`config.mk`:
```
export PLATFORM = sky130hd
export DESIGN_NAME = fetch_stage
export DESIGN_NICKNAME = d
export VERILOG_FILES = /design/src/rtl/fetch_pkg.sv /design/src/rtl/fetch_queue.sv /design/src/rtl/fetch_stage.sv
export SDC_FILE = /design/constraint.sdc
export NUM_CORES = 1
export LEC_CHECK = 0
export ABC_AREA = 1
export BUFFER_PORTS_ARGS = -buffer_cell sky130_fd_sc_hd__buf_2
export CORE_UTILIZATION = 45
export CTS_BUF_LIST = sky130_fd_sc_hd__clkbuf_2
export DETAILED_ROUTE_END_ITERATION = 16
export PLACE_DENSITY = 0.67
export RECOVER_POWER = 50
export REMOVE_ABC_BUFFERS = 1
export SLEW_MARGIN = 20
export SYNTH_ARGS = -nofsm -noshare
export SYNTH_HDL_FRONTEND = slang
export SYNTH_SLANG_ARGS = --single-unit
```
`constraint.sdc`:
```
create_clock -name clk -period 5.5 [get_ports clk]
set_input_delay 0.55 -clock clk [delete_from_list [all_inputs] [get_ports clk]]
set_output_delay 0.55 -clock clk [all_outputs]
set_load 0.05 [all_outputs]
```
`src/rtl/fetch_pkg.sv`:
```
// Shared types and constants for the instruction fetch stage.
// Holds the fetch-queue entry layout, the fetch FSM state encoding and PC alignment.
package fetch_pkg;

    localparam logic [31:0] INSTR_BYTES = 32'd4;

    typedef enum logic [1:0] {
        ST_ISSUE = 2'd0,
        ST_WAIT  = 2'd1,
        ST_FLUSH = 2'd2
    } fetch_state_t;

    typedef struct packed {
        logic [31:0] pc;
        logic [31:0] instr;
        logic        pred_taken;
        logic [31:0] pred_target;
    } fetch_entry_t;

    // Drops the byte-offset bits so every fetch address is instruction aligned.
    function automatic logic [31:0] align_pc(input logic [31:0] addr);
        return addr & ~(INSTR_BYTES - 32'd1);
    endfunction

endpackage

```
`src/rtl/fetch_queue.sv`:
```
// FIFO of fetched instructions between the fetch FSM and decode.
// Flush wins over push/pop; the head reads as zero whenever the queue is empty.
module fetch_queue
    import fetch_pkg::*;
#(
    parameter int DEPTH = 4
) (
    input  logic                       clk,
    input  logic                       rst_n,
    input  logic                       i_push,
    input  fetch_entry_t               i_push_data,
    input  logic                       i_pop,
    input  logic                       i_flush,
    output fetch_entry_t               o_head,
    output logic [$clog2(DEPTH):0]     o_count
);

    localparam int PW = $clog2(DEPTH);
    localparam int CW = PW + 1;

    logic [PW-1:0] r_wr_ptr;
    logic [PW-1:0] r_rd_ptr;
    logic [CW-1:0] r_count;
    fetch_entry_t  r_mem [DEPTH];

    logic w_full;
    logic w_empty;
    logic w_do_push;
    logic w_do_pop;

    assign w_full    = (r_count == CW'(DEPTH));
    assign w_empty   = (r_count == '0);
    assign w_do_push = i_push && !w_full;
    assign w_do_pop  = i_pop && !w_empty;

    always_ff @(posedge clk) begin
        if (!rst_n || i_flush) begin
            r_wr_ptr <= '0;
            r_rd_ptr <= '0;
            r_count  <= '0;
        end else begin
            if (w_do_push) r_wr_ptr <= r_wr_ptr + PW'(1);
            if (w_do_pop)  r_rd_ptr <= r_rd_ptr + PW'(1);
            if (w_do_push && !w_do_pop)
                r_count <= r_count + CW'(1);
            else if (!w_do_push && w_do_pop)
                r_count <= r_count - CW'(1);
        end
    end

    // Storage carries no reset; reads are masked by the empty flag instead.
    always_ff @(posedge clk) begin
        if (rst_n && w_do_push && !i_flush)
            r_mem[r_wr_ptr] <= i_push_data;
    end

    assign o_head  = w_empty ? '0 : r_mem[r_rd_ptr];
    assign o_count = r_count;

    a_no_push_when_full: assert property (@(posedge clk) disable iff (!rst_n)
        !(i_push && w_full));

endmodule

```
`src/rtl/fetch_stage.sv`:
```
// Instruction fetch: PC register, branch-prediction steering, single-outstanding
// memory request FSM and a queue of fetched instructions toward decode.
module fetch_stage
    import fetch_pkg::*;
#(
    parameter logic [31:0] RESET_PC = 32'h0000_0000,
    parameter int          FQ_DEPTH = 4
) (
    input  logic         clk,
    input  logic         rst_n,
    output logic [31:0]  pred_pc,
    input  logic         pred_valid,
    input  logic         pred_taken,
    input  logic [31:0]  pred_target,
    output logic         imem_req_valid,
    input  logic         imem_req_ready,
    output logic [31:0]  imem_req_addr,
    input  logic         imem_resp_valid,
    input  logic [31:0]  imem_resp_data,
    input  logic         redirect_valid,
    input  logic [31:0]  redirect_pc,
    output logic         if_valid,
    input  logic         if_ready,
    output logic [31:0]  if_pc,
    output logic [31:0]  if_instr,
    output logic         if_pred_taken,
    output logic [31:0]  if_pred_target,
    output fetch_state_t dbg_state
);

    localparam int CNT_W = $clog2(FQ_DEPTH) + 1;

    fetch_state_t r_state;
    logic [31:0]  r_pc;
    logic [31:0]  r_lat_pc;
    logic         r_lat_taken;
    logic [31:0]  r_lat_target;

    fetch_state_t w_state_nxt;
    logic [31:0]  w_pc_nxt;
    logic         w_pred_hit;
    logic         w_req_valid;
    logic         w_req_fire;
    logic         w_push;
    logic         w_pop;
    logic         w_fq_valid;
    logic         w_fq_full;
    logic [CNT_W-1:0] w_fq_count;
    fetch_entry_t w_push_entry;
    fetch_entry_t w_head;

    // Handshakes (imem request, decode): a transfer occurs on a cycle where valid
    // and ready are both high; valid never depends on the matching ready.
    assign w_pred_hit  = pred_valid && pred_taken;
    assign w_fq_valid  = (w_fq_count != '0);
    assign w_fq_full   = (w_fq_count == CNT_W'(FQ_DEPTH));
    assign w_req_valid = rst_n && (r_state == ST_ISSUE) && !redirect_valid && !w_fq_full;
    assign w_req_fire  = w_req_valid && imem_req_ready;
    assign w_push      = (r_state == ST_WAIT) && imem_resp_valid && !redirect_valid;
    assign w_pop       = rst_n && w_fq_valid && if_ready;

    always_comb begin
        w_state_nxt = r_state;
        w_pc_nxt    = r_pc;
        case (r_state)
            ST_ISSUE: if (w_req_fire) w_state_nxt = ST_WAIT;
            // A response always closes the outstanding request, even if a redirect drops it.
            ST_WAIT: begin
                if (imem_resp_valid)     w_state_nxt = ST_ISSUE;
                else if (redirect_valid) w_state_nxt = ST_FLUSH;
            end
            ST_FLUSH: if (imem_resp_valid) w_state_nxt = ST_ISSUE;
            default:  w_state_nxt = ST_ISSUE;
        endcase
        if (redirect_valid)
            w_pc_nxt = align_pc(redirect_pc);
        else if (w_req_fire)
            w_pc_nxt = w_pred_hit ? align_pc(pred_target) : r_pc + INSTR_BYTES;
    end

    always_ff @(posedge clk) begin
        if (!rst_n) begin
            r_state      <= ST_ISSUE;
            r_pc         <= RESET_PC;
            r_lat_pc     <= '0;
            r_lat_taken  <= 1'b0;
            r_lat_target <= '0;
        end else begin
            r_state <= w_state_nxt;
            r_pc    <= w_pc_nxt;
            if (w_req_fire) begin
                r_lat_pc     <= r_pc;
                r_lat_taken  <= w_pred_hit;
                r_lat_target <= pred_target;
            end
        end
    end

    always_comb begin
        w_push_entry.pc          = r_lat_pc;
        w_push_entry.instr       = imem_resp_data;
        w_push_entry.pred_taken  = r_lat_taken;
        w_push_entry.pred_target = r_lat_target;
    end

    fetch_queue #(
        .DEPTH(FQ_DEPTH)
    ) u_queue (
        .clk        (clk),
        .rst_n      (rst_n),
        .i_push     (w_push),
        .i_push_data(w_push_entry),
        .i_pop      (w_pop),
        .i_flush    (redirect_valid),
        .o_head     (w_head),
        .o_count    (w_fq_count)
    );

    assign pred_pc        = r_pc;
    assign imem_req_addr  = r_pc;
    assign imem_req_valid = w_req_valid;
    assign if_valid       = rst_n && w_fq_valid;
    assign if_pc          = rst_n ? w_head.pc : '0;
    assign if_instr       = rst_n ? w_head.instr : '0;
    assign if_pred_taken  = rst_n && w_head.pred_taken;
    assign if_pred_target = rst_n ? w_head.pred_target : '0;
    assign dbg_state      = r_state;

    a_no_resp_in_issue: assert property (@(posedge clk) disable iff (!rst_n)
        !(imem_resp_valid && (r_state == ST_ISSUE)));

endmodule

```
=== Word level (Yosys, flattened, before mapping) ===
Memories as Yosys holds them, arrays and structs flattened. A register that Yosys moved wholly into a read port is not among the register bits.
Cells that the tools add are included.

* Bits in writable memories: 388
* Memories: 1
* Bits in registers: 106
* Word-level logic and storage cells: 70
* Input port bits: 104

{| class="wikitable"
|+ Memories
! name !! words !! width !! read ports !! clocked after memory_dff !! wr ports !! RTL line !! RTL
|-
| u_queue.r_mem || 4 || 97 || 1 || 1 || 1 || fetch_queue.sv:24 || <nowiki>fetch_entry_t r_mem [DEPTH];</nowiki>
|}

* Muxes and demuxes: 18
* $add $sub $neg: 5
* Equal/unequal tests: 6
* Reductions and logical operators: 30
* Bitwise logic cells: 1

{| class="wikitable"
|+ Operators with widths
! cell !! number
|-
| $mux W32 || 6
|-
| $mux W97 || 1
|-
| $add A32 B3 Y32 const B || 1
|-
| $logic_and A1 B1 Y1 || 16
|-
| $mux W2 || 6
|-
| $logic_not A1 Y1 || 6
|-
| $mux W3 || 2
|-
| $pmux W2 S3 || 1
|-
| $add A2 B1 Y2 const B || 2
|-
| $ne A2 B2 Y1 const B || 2
|-
| $reduce_bool A2 Y1 || 2
|-
| $add A3 B1 Y3 const B || 1
|-
| $eq A3 B3 Y1 const B || 1
|-
| $logic_not A3 Y1 || 1
|-
| $ne A3 B3 Y1 const B || 1
|-
| $reduce_and A3 Y1 || 1
|-
| $reduce_bool A3 Y1 || 1
|-
| $sub A3 B1 Y3 const B || 1
|-
| $eq A2 B1 Y1 const B || 1
|-
| $eq A2 B2 Y1 const B || 1
|-
| $logic_not A2 Y1 || 1
|-
| $mux W1 || 2
|-
| $reduce_or A2 Y1 || 1
|-
| $logic_or A1 B1 Y1 || 1
|-
| $not A1 Y1 || 1
|}

=== Logic depth before layout (Yosys ltp) ===
Gate-level depths: netlist of the first run.

* Depth after elaboration: 8
* Depth in mapped cells: 12

=== Hierarchy ===
From an unflattened synthesis of the first run, not the netlist that was laid out.

* Cell total of the unflattened synthesis: 2196
* Area total of the unflattened synthesis: 21351.7 sq um

{| class="wikitable"
|+ By module, submodules not included
! module !! area each (sq um) !! cells an instance !! times used
|-
| fetch_queue || 15526.1 || 1214 || 1
|-
| fetch_stage || 5825.6 || 982 || 1
|}

=== Worst setup path before layout of the first run ===
No wires, ideal clock.

* Path type: reg-to-reg
* From: register r_state[0], in the netlist dbg_state[0]
* To: memory u_queue.r_mem[0][0] (netlist name), enable pin
* Cell stages (with the launch flop): 7
* Setup time: 0.554 ns
* Arrival time: 5.300 ns
* Buffers on the path: 0
* Slack: -0.353 ns
* Required time: 4.946 ns
* Clock period less this slack: 5.853 ns
* Cells stage by stage: dfxtp_1 > inv_1 > nor2_1 > nand4_1 > inv_1 > nand2_1 > nor2_1

* Cells in the longest elaborated chain, start to end: 8

{| class="wikitable"
|+ Ends and longest elaborated chain
! element !! RTL line !! RTL
|-
| start: declaration || fetch_stage.sv:33 || <nowiki>fetch_state_t r_state;</nowiki>
|-
| start signal: assignment || fetch_stage.sv:89 || <nowiki>r_state <= w_state_nxt;</nowiki>
|-
| $eq A2 B1 Y1 || fetch_stage.sv:59 || <nowiki>assign w_push = (r_state == ST_WAIT) && imem_resp_valid && !redirect_valid;</nowiki>
|-
| $logic_and A1 B1 Y1 (2 in series) || fetch_stage.sv:59 ||
|-
| $logic_and A1 B1 Y1 || fetch_queue.sv:33 || <nowiki>assign w_do_push = i_push && !w_full;</nowiki>
|-
| via u_queue.w_do_push || fetch_queue.sv:28 || <nowiki>logic w_do_push;</nowiki>
|-
| $logic_and A1 B1 Y1 (2 in series) || fetch_queue.sv:53 || <nowiki>if (rst_n && w_do_push && !i_flush)</nowiki>
|-
| $mux W1 || fetch_queue.sv:53 ||
|-
| $mux W1 (not written as such) || fetch_queue.sv:54 || <nowiki>r_mem[r_wr_ptr] <= i_push_data;</nowiki>
|-
| end: declaration || fetch_queue.sv:24 ||
|}

The timed path passes the listed nets, and every way through them passes these cells.

==> results of run 1 <==
-- sequential cells by signal, summed over array words and instances, names as in the netlist, named ones only --
name and cells:
dbg_state 2, imem_req_addr 32, r_lat_pc 32, r_lat_taken 1, r_lat_target 32, u_queue.o_count 3, u_queue.r_mem 388, u_queue.r_rd_ptr 2
u_queue.r_wr_ptr 2
-- per-layer routing --
layer	wire length, µm	share of wire [%]	up-vias
met3	3990	7.1	87
met2	27300	49	656
li1	-	-	7661
met5	0	0	-
met1	23500	42	7615
met4	1360	2.4	0
-- final cells by class --
cell class	instances	area (µm²)
Timing Repair Buffer	386	2450
Sequential cell	496	13800
Tap cell	592	741
Clock inverter	55	251
Multi-Input combinational cell	1294	5630
Inverter	82	318
Clock buffer	171	856
Antenna cell	2	5.00
Fill cell	4024	20400
-- kinds of logic after synthesis --
kind of cell               Yosys count
xor gates and xnor gates             1
DFF                                496
and+or+nand+nor                    836
buffers and inverters              229
adders and majority gates            7
AOI/OAI and AO/OA                  450
-- cells in the mapped netlist --
master     instances
nor2_1           496
edfxtp_1         388
nand2_1          267
o21ai_0          245
a21oi_1          200
dfxtp_1          108
inv_1             77
clkbuf_1          68
nand3_1           62
buf_4             32
buf_2             26
buf_1             16
ha_1               6
buf_6              5
inv_2              4
nand4_1            4
nand3b_1           2
nor2_2             2
o211ai_1           2
a2111oi_0          1
and2_1             1
clkinv_1           1
fa_1               1
nand2_2            1
nor2_4             1
o21ai_1            1
o21bai_1           1
xnor2_1            1
-- worst register-to-register path, delay by kind of cell, from the launching register on --
| family | cells | cell delay (ns) |
|---|---|---|
| simple gates | 4 | 2.28 |
| buf+inv | 3 | 0.75 |
| flops | 1 | 0.36 |
-- power by group --
part | total, W | internal [W] | switching [W]
clock network | 0.00234 | 0.000900 | 0.00144
registers | 0.00411 | 0.00405 | 0.0000584
logic | 0.000436 | 0.000139 | 0.000297
-- how the worst min path moves through the flow --
stage / start / endpoint / slack [ns] / cells past startpoint
floorplan: u_queue.r_rd_ptr[1] / flip-flop / 0.44 / 2
global placement: u_queue.r_rd_ptr[1] / flip-flop / 0.44 / 2
detailed placement: u_queue.r_rd_ptr[1] / flip-flop / 0.44 / 2
CTS: imem_req_ready / r_lat_target[11] / 0.06 / 5
global route: imem_req_ready / r_lat_target[11] / 0.1 / 5
finish: imem_req_ready / r_lat_target[11] / 0.20 / 5
-- metrics by stage --
step	std cells	hold slack (ns)	setup slack, ns
floorplan	1872	0.436	-1.52
global placement	2752	0.436	2.00
detailed placement	2752	0.444	2.00
CTS	3076	0.0576	1.13
global route	3077	0.0997	0.906
finish	3078	0.201	1.20
==> impl_metrics.py, run 1 <==
metrics = {
    "critical_path": {
        "reg2reg_from": "dbg_state[0]",
        "slowest_stage": "inv_6",
        "max_stage_delay_ns": 0.65,
        "path_buf_inv": 3,
        "critPathLaunchType": "flip-flop",
        "critPathTopFamily": "buffers and inverters",
        "worstSetupPathType": "reg -> out",
        "crit_path_end": "if_pc[8]",
        "reg2reg_slack_ns": 1.76,
        "end_kind": "output pin",
        "rr_worst_depth": 7,
        "worstSetupPathDepth": 5,
        "worstPathRequired_ns": 4.95,
        "critPathArrivalTime_ns": 3.75,
        "r2r-end": "u_queue.r_mem[0][64]",
        "cp_max_fo": 138,
        "worstPathCellList": "inv_6 > buf_4 > o21ai_0 > a21oi_1 > buf_2",
    },
    "finish": {
        "post-route-cell-area_mm2": 0.0241,
        "area_delta_synth_final_pct": 17.6,
        "final_common_cell": "nor2_1",
        "drive_above_1_share_pct": 17.7,
        "nets": 2490,
        "fin_util_pct": 54.1,
        "mostFrequentLayoutCells": "nor2_1 (496), edfxtp_1 (388), nand2_1 (265)",
    },
    "die": {
        "boundaryPins": 269,
        "core-area_mm2": 0.0445,
        "num_rows": 77,
        "die_w_um": 215,
        "dieHeight_um": 215,
        "die_area_mm2": 0.0464,
        "initial_core_util_pct": 46.0,
    },
    "detailed_routing": {
        "routed_wl_mm": 56.1,
        "vias": 16000,
        "post-route-drc-count": 0,
        "viasPerCell": 5.20,
        "drt_first_pass_iters": 5,
        "ant_nets": 0,
        "drtIter0Drc": 1347,
        "wl_per_cell_um": 18.2,
    },
    "power": {
        "power_density_mw_per_mm2": 286,
        "power_w": 0.00689,
        "ir_worst_vdd_uv": 132,
        "cellLeakagePower_nw": 9.42,
    },
    "place": {
        "gp_congestion": 0.858,
        "place_hpwl_mm": 31.7,
        "placed_cell_area_mm2": 0.0221,
        "io_buffer_count": 266,
    },
    "grt": {
        "grt.busiest_layer": "met2",
        "grt_remaining_overflow": 0,
        "grt_use_total_pct": 23.8,
        "grt_max_degree": 139,
        "grt_pass1_vias": 15200,
        "grt_pass1_wl_mm": 84.6,
        "antenna_found_initial": 1,
        "use_met3_pct": 4.15,
        "grtUsageMet2_pct": 40.2,
        "use_met1_pct": 30.6,
    },
    "sta": {
        "setup_viol": 0,
        "max-slew-margin-rel_pct": -186,
        "worst_slew_pin_slew_ns": 4.29,
        "fmax_ghz": 0.232,
        "rsz0062_at_grt": "no",
        "skew_ns": 0.0541,
        "finalSetupTns_ns": 0,
        "min_period_ns": 4.30,
        "fin_crit_sh_pct": 78.2,
        "finalHoldViolCount": 0,
        "drv_slew": 202,
    },
    "status": {
        "status": "complete, but fails checks",
        "violations": "capacitance limit, slew limit",
    },
    "yosys": {
        "avgSynthCellArea_um2": 10.1,
        "synth_compound_gate_area_share_pct": 11.1,
        "netlist_top_cells_area": "edfxtp_1 (57%), dfxtp_1 (11%), nor2_1 (9.1%), o21ai_0 (6.0%), nand2_1 (4.9%)",
        "synth_top_area_share_pct": 56.9,
        "synth-simple-area-share_pct": 15.9,
        "synth_cell_types": 28,
        "ys_seq_area_share_pct": 67.4,
        "mappedNetlistArea_mm2": 0.0205,
        "syn_inst": 2019,
        "yosysWarnings": 0,
        "synth_top_family_by_area": "simple AND/OR/NAND/NOR gates",
        "synth_xor_area_share_pct": 0.0428,
        "synthAdderAreaFrac_pct": 0.464,
        "synth_seq_cells": 496,
        "synth_mux_area_share_pct": 0,
        "yosysTopAreaCell": "edfxtp_1",
    },
    "clock_network": {
        "ctsLongestPathBuffers": 3,
        "cts_num_sinks": 496,
        "h-tree-depth": 3,
        "clockRootBuffer": "clkbuf_2",
        "clkTransAtPathRegs_ns": 0.11,
        "numCtsBuffers": 119,
        "cts_tree": "built",
        "clk_latency_ns": 1.07,
        "cts_setup_buffers": 0,
        "hold_buffers": 98,
        "cts_resized": 0,
    },
    "flow_run": {
        "drv_cap": 5,
    },
    "worst_hold_path": {
        "hold_path_class": "in -> reg",
    },
}
Power figures use the tool's default switching activity.
==> run 2: changes to the inputs <==
- clock period: 5.5 -> 3.7 ns (I/O delays scaled with it)
==> run 2 against run 1 <==
Compared with the run above: the flow still finishes with violations (capacitance limit, slew limit); hold slack got worse by 0.053 ns; wire length rose by 2.8%; sequential power rose by 49%; final cell count rose by 2.3%; clock skew rose by 0.0084 ns; critical path type is now reg -> reg; largest cell class unchanged; highest routed layer is now met5.
==> impl_metrics.py, run 2 (synthesis gave the netlist of run 1 again) <==
metrics = {
    "status": {
        "status": "complete, but fails checks",
        "violations": "capacitance limit, slew limit",
    },
    "critical_path": {
        "worstPathCellList": "inv_1 > nand3_1 > nand2_1 > nor2_1 > nand2_4 > buf_4 > nand2_1 > inv_1 > nand2_1 > nand3_1 > dlygate4sd3_1 > nand2_1 > dlygate4sd3_1 > inv_1",
        "worstPathRequired_ns": 4.74,
        "path_buf_inv": 6,
        "startpoint": "u_queue.o_count[0]",
        "crit_path_end": "imem_req_addr[5]",
        "critPathTopFamily": "buffers and inverters",
        "r2r-end": "imem_req_addr[5]",
        "crit_path_frequent_cell": "nand2_1",
        "rr_worst_depth": 14,
        "reg2reg_slack_ns": 0.28,
        "slowest_stage": "dlygate4sd3_1",
        "max_stage_delay_ns": 0.58,
        "worstSetupPathType": "reg -> reg",
        "worstSetupPathDepth": 14,
        "reg2reg_from": "u_queue.o_count[0]",
        "critPathArrivalTime_ns": 4.46,
        "end_kind": "flip-flop",
        "cp_max_fo": 45,
        "critPathLaunchType": "flip-flop",
    },
    "detailed_routing": {
        "drt_first_pass_iters": 5,
        "drtIter0Drc": 1206,
        "vias": 16300,
        "post-route-drc-count": 0,
        "ant_nets": 0,
        "viasPerCell": 5.18,
        "wl_per_cell_um": 18.3,
        "routed_wl_mm": 57.7,
    },
    "sta": {
        "drv_slew": 198,
        "worst_slew_pin_slew_ns": 1.98,
        "skew_ns": 0.0625,
        "max-slew-margin-rel_pct": -31.9,
        "finalHoldViolCount": 0,
        "rsz0062_at_grt": "no",
        "fin_crit_sh_pct": 92.4,
        "setup_viol": 0,
        "fmax_ghz": 0.292,
        "min_period_ns": 3.42,
    },
    "power": {
        "power_w": 0.0104,
        "cellLeakagePower_nw": 9.95,
        "ir_worst_vdd_uv": 254,
        "power_density_mw_per_mm2": 417,
    },
    "worst_hold_path": {
        "hold_path_class": "in -> reg",
    },
    "clock_network": {
        "h-tree-depth": 3,
        "cts_num_sinks": 496,
        "clk_latency_ns": 1.09,
        "clkTransAtPathRegs_ns": 0.11,
        "ctsLongestPathBuffers": 3,
        "clockRootBuffer": "clkbuf_2",
        "cts_tree": "built",
        "numCtsBuffers": 119,
    },
    "grt": {
        "grt_max_degree": 99,
        "grt_remaining_overflow": 0,
        "grt_use_total_pct": 24.6,
        "grt_pass1_wl_mm": 86.8,
        "antenna_found_initial": 2,
        "grt_pass1_vias": 15900,
    },
    "finish": {
        "fin_util_pct": 56.1,
        "largest-register": "u_queue.r_mem",
        "area_delta_synth_final_pct": 22.0,
        "fill_cells": 3892,
        "drive_above_1_share_pct": 19.3,
        "largest_reg_flops": 388,
        "nets": 2563,
        "mostFrequentLayoutCells": "nor2_1 (496), edfxtp_1 (388), nand2_1 (265)",
        "final_common_cell": "nor2_1",
        "seq_area_mm2": 0.0138,
        "multi_input_comb_area_mm2": 0.00564,
    },
    "die": {
        "boundaryPins": 269,
        "initial_core_util_pct": 46.0,
        "core-area_mm2": 0.0445,
        "num_rows": 77,
        "dieHeight_um": 215,
        "die_area_mm2": 0.0464,
        "die_w_um": 215,
    },
    "place": {
        "gp_congestion": 0.869,
        "io_buffer_count": 266,
        "place_hpwl_mm": 32.4,
    },
    "flow_run": {
        "drv_cap": 4,
    },
}
## run 2: changes by cell type in the layout (fill, tap and decap cells not counted), moves of 2 or more
| cell | change |
|---|---|
| buf_12 | +8 |
| buf_2 | +35 |
| clkbuf_1 | -37 |
| clkbuf_2 | +10 |
| clkinv_1 | -8 |
| dlygate4sd3_1 | +63 |
| inv_2 | -2 |
| nor2_2 | -2 |
| nor2_4 | +2 |
## run 2: how the worst min path moves through the flow
stage                   startpoint               end  slack [ns]  cells past startpoint
2_1_floorplan  u_queue.r_rd_ptr[1]         flip-flop        0.44                      2
3_3_place_gp   u_queue.r_rd_ptr[1]         flip-flop        0.44                      2
3_5_place_dp   u_queue.r_rd_ptr[1]         flip-flop        0.46                      2
4_1_cts            pred_target[27]  r_lat_target[27]       0.007                      4
5_1_grt            pred_target[27]  r_lat_target[27]        0.07                      4
6_report           pred_target[30]  r_lat_target[30]        0.15                      4
## run 2: through the flow
| step | hold slack (ns) | TNS, ns | instance area [µm²] | worst slack (ns) | cells |
|---|---|---|---|---|---|
| after floorplan | 0.436 | -1136.13 | 19700 | -3.14 | 1872 |
| after global placement | 0.438 | 0 | 22200 | 1.06 | 2760 |
| after detailed placement | 0.460 | 0 | 22200 | 1.03 | 2760 |
| after CTS | 0.00734 | 0 | 25000 | 0.0309 | 3147 |
| after global routing | 0.0714 | 0 | 25000 | 0.0821 | 3149 |
| final | 0.148 | 0 | 25000 | 0.279 | 3150 |
## run 2: repair_timing
item | 4_1_cts | 5_1_grt
hold buffers | 161 | 0
setup endpoints to repair | 58 | 7
pin swaps | 0 | 0
gates resized for setup | 0 | 2
setup buffers | 1 | 1
hold endpoints to repair | 233 | 0
## run 2: area by class of cell
| cell class | count | share of cell area [%] |
|---|---|---|
| Inverter | 82 | 1.28 |
| Clock buffer | 179 | 3.59 |
| Multi-Input combinational cell | 1294 | 22.6 |
| Timing Repair Buffer | 459 | 13.3 |
| Tap cell | 592 | 2.97 |
| Clock inverter | 46 | 0.977 |
| Antenna cell | 2 | 0.0200 |
| Sequential cell | 496 | 55.3 |
## run 2: power breakdown
part / switching (W) / internal [W] / total (W)
combinational: 0.000452 / 0.000255 / 0.000707
sequential: 0.0000879 / 0.00602 / 0.00611
clock: 0.00216 / 0.00145 / 0.00361
## run 2: layer usage
| layer | up-vias | wire, µm | GRT usage, % |
|---|---|---|---|
| li1 | 7792 | - | - |
| met1 | 7748 | 24000 | 30.7 |
| met2 | 664 | 28000 | 41.8 |
| met3 | 105 | 4140 | 4.53 |
| met4 | 2 | 1580 | 10.1 |
| met5 | - | 13 | 0 |
## run 2: worst register-to-register path: cells and delay by family (launching register included)
family	cells	cell delay, ns
flip-flops	1	0.35
AND/OR/NAND/NOR	8	0.96
buffers and inverters	6	2.07
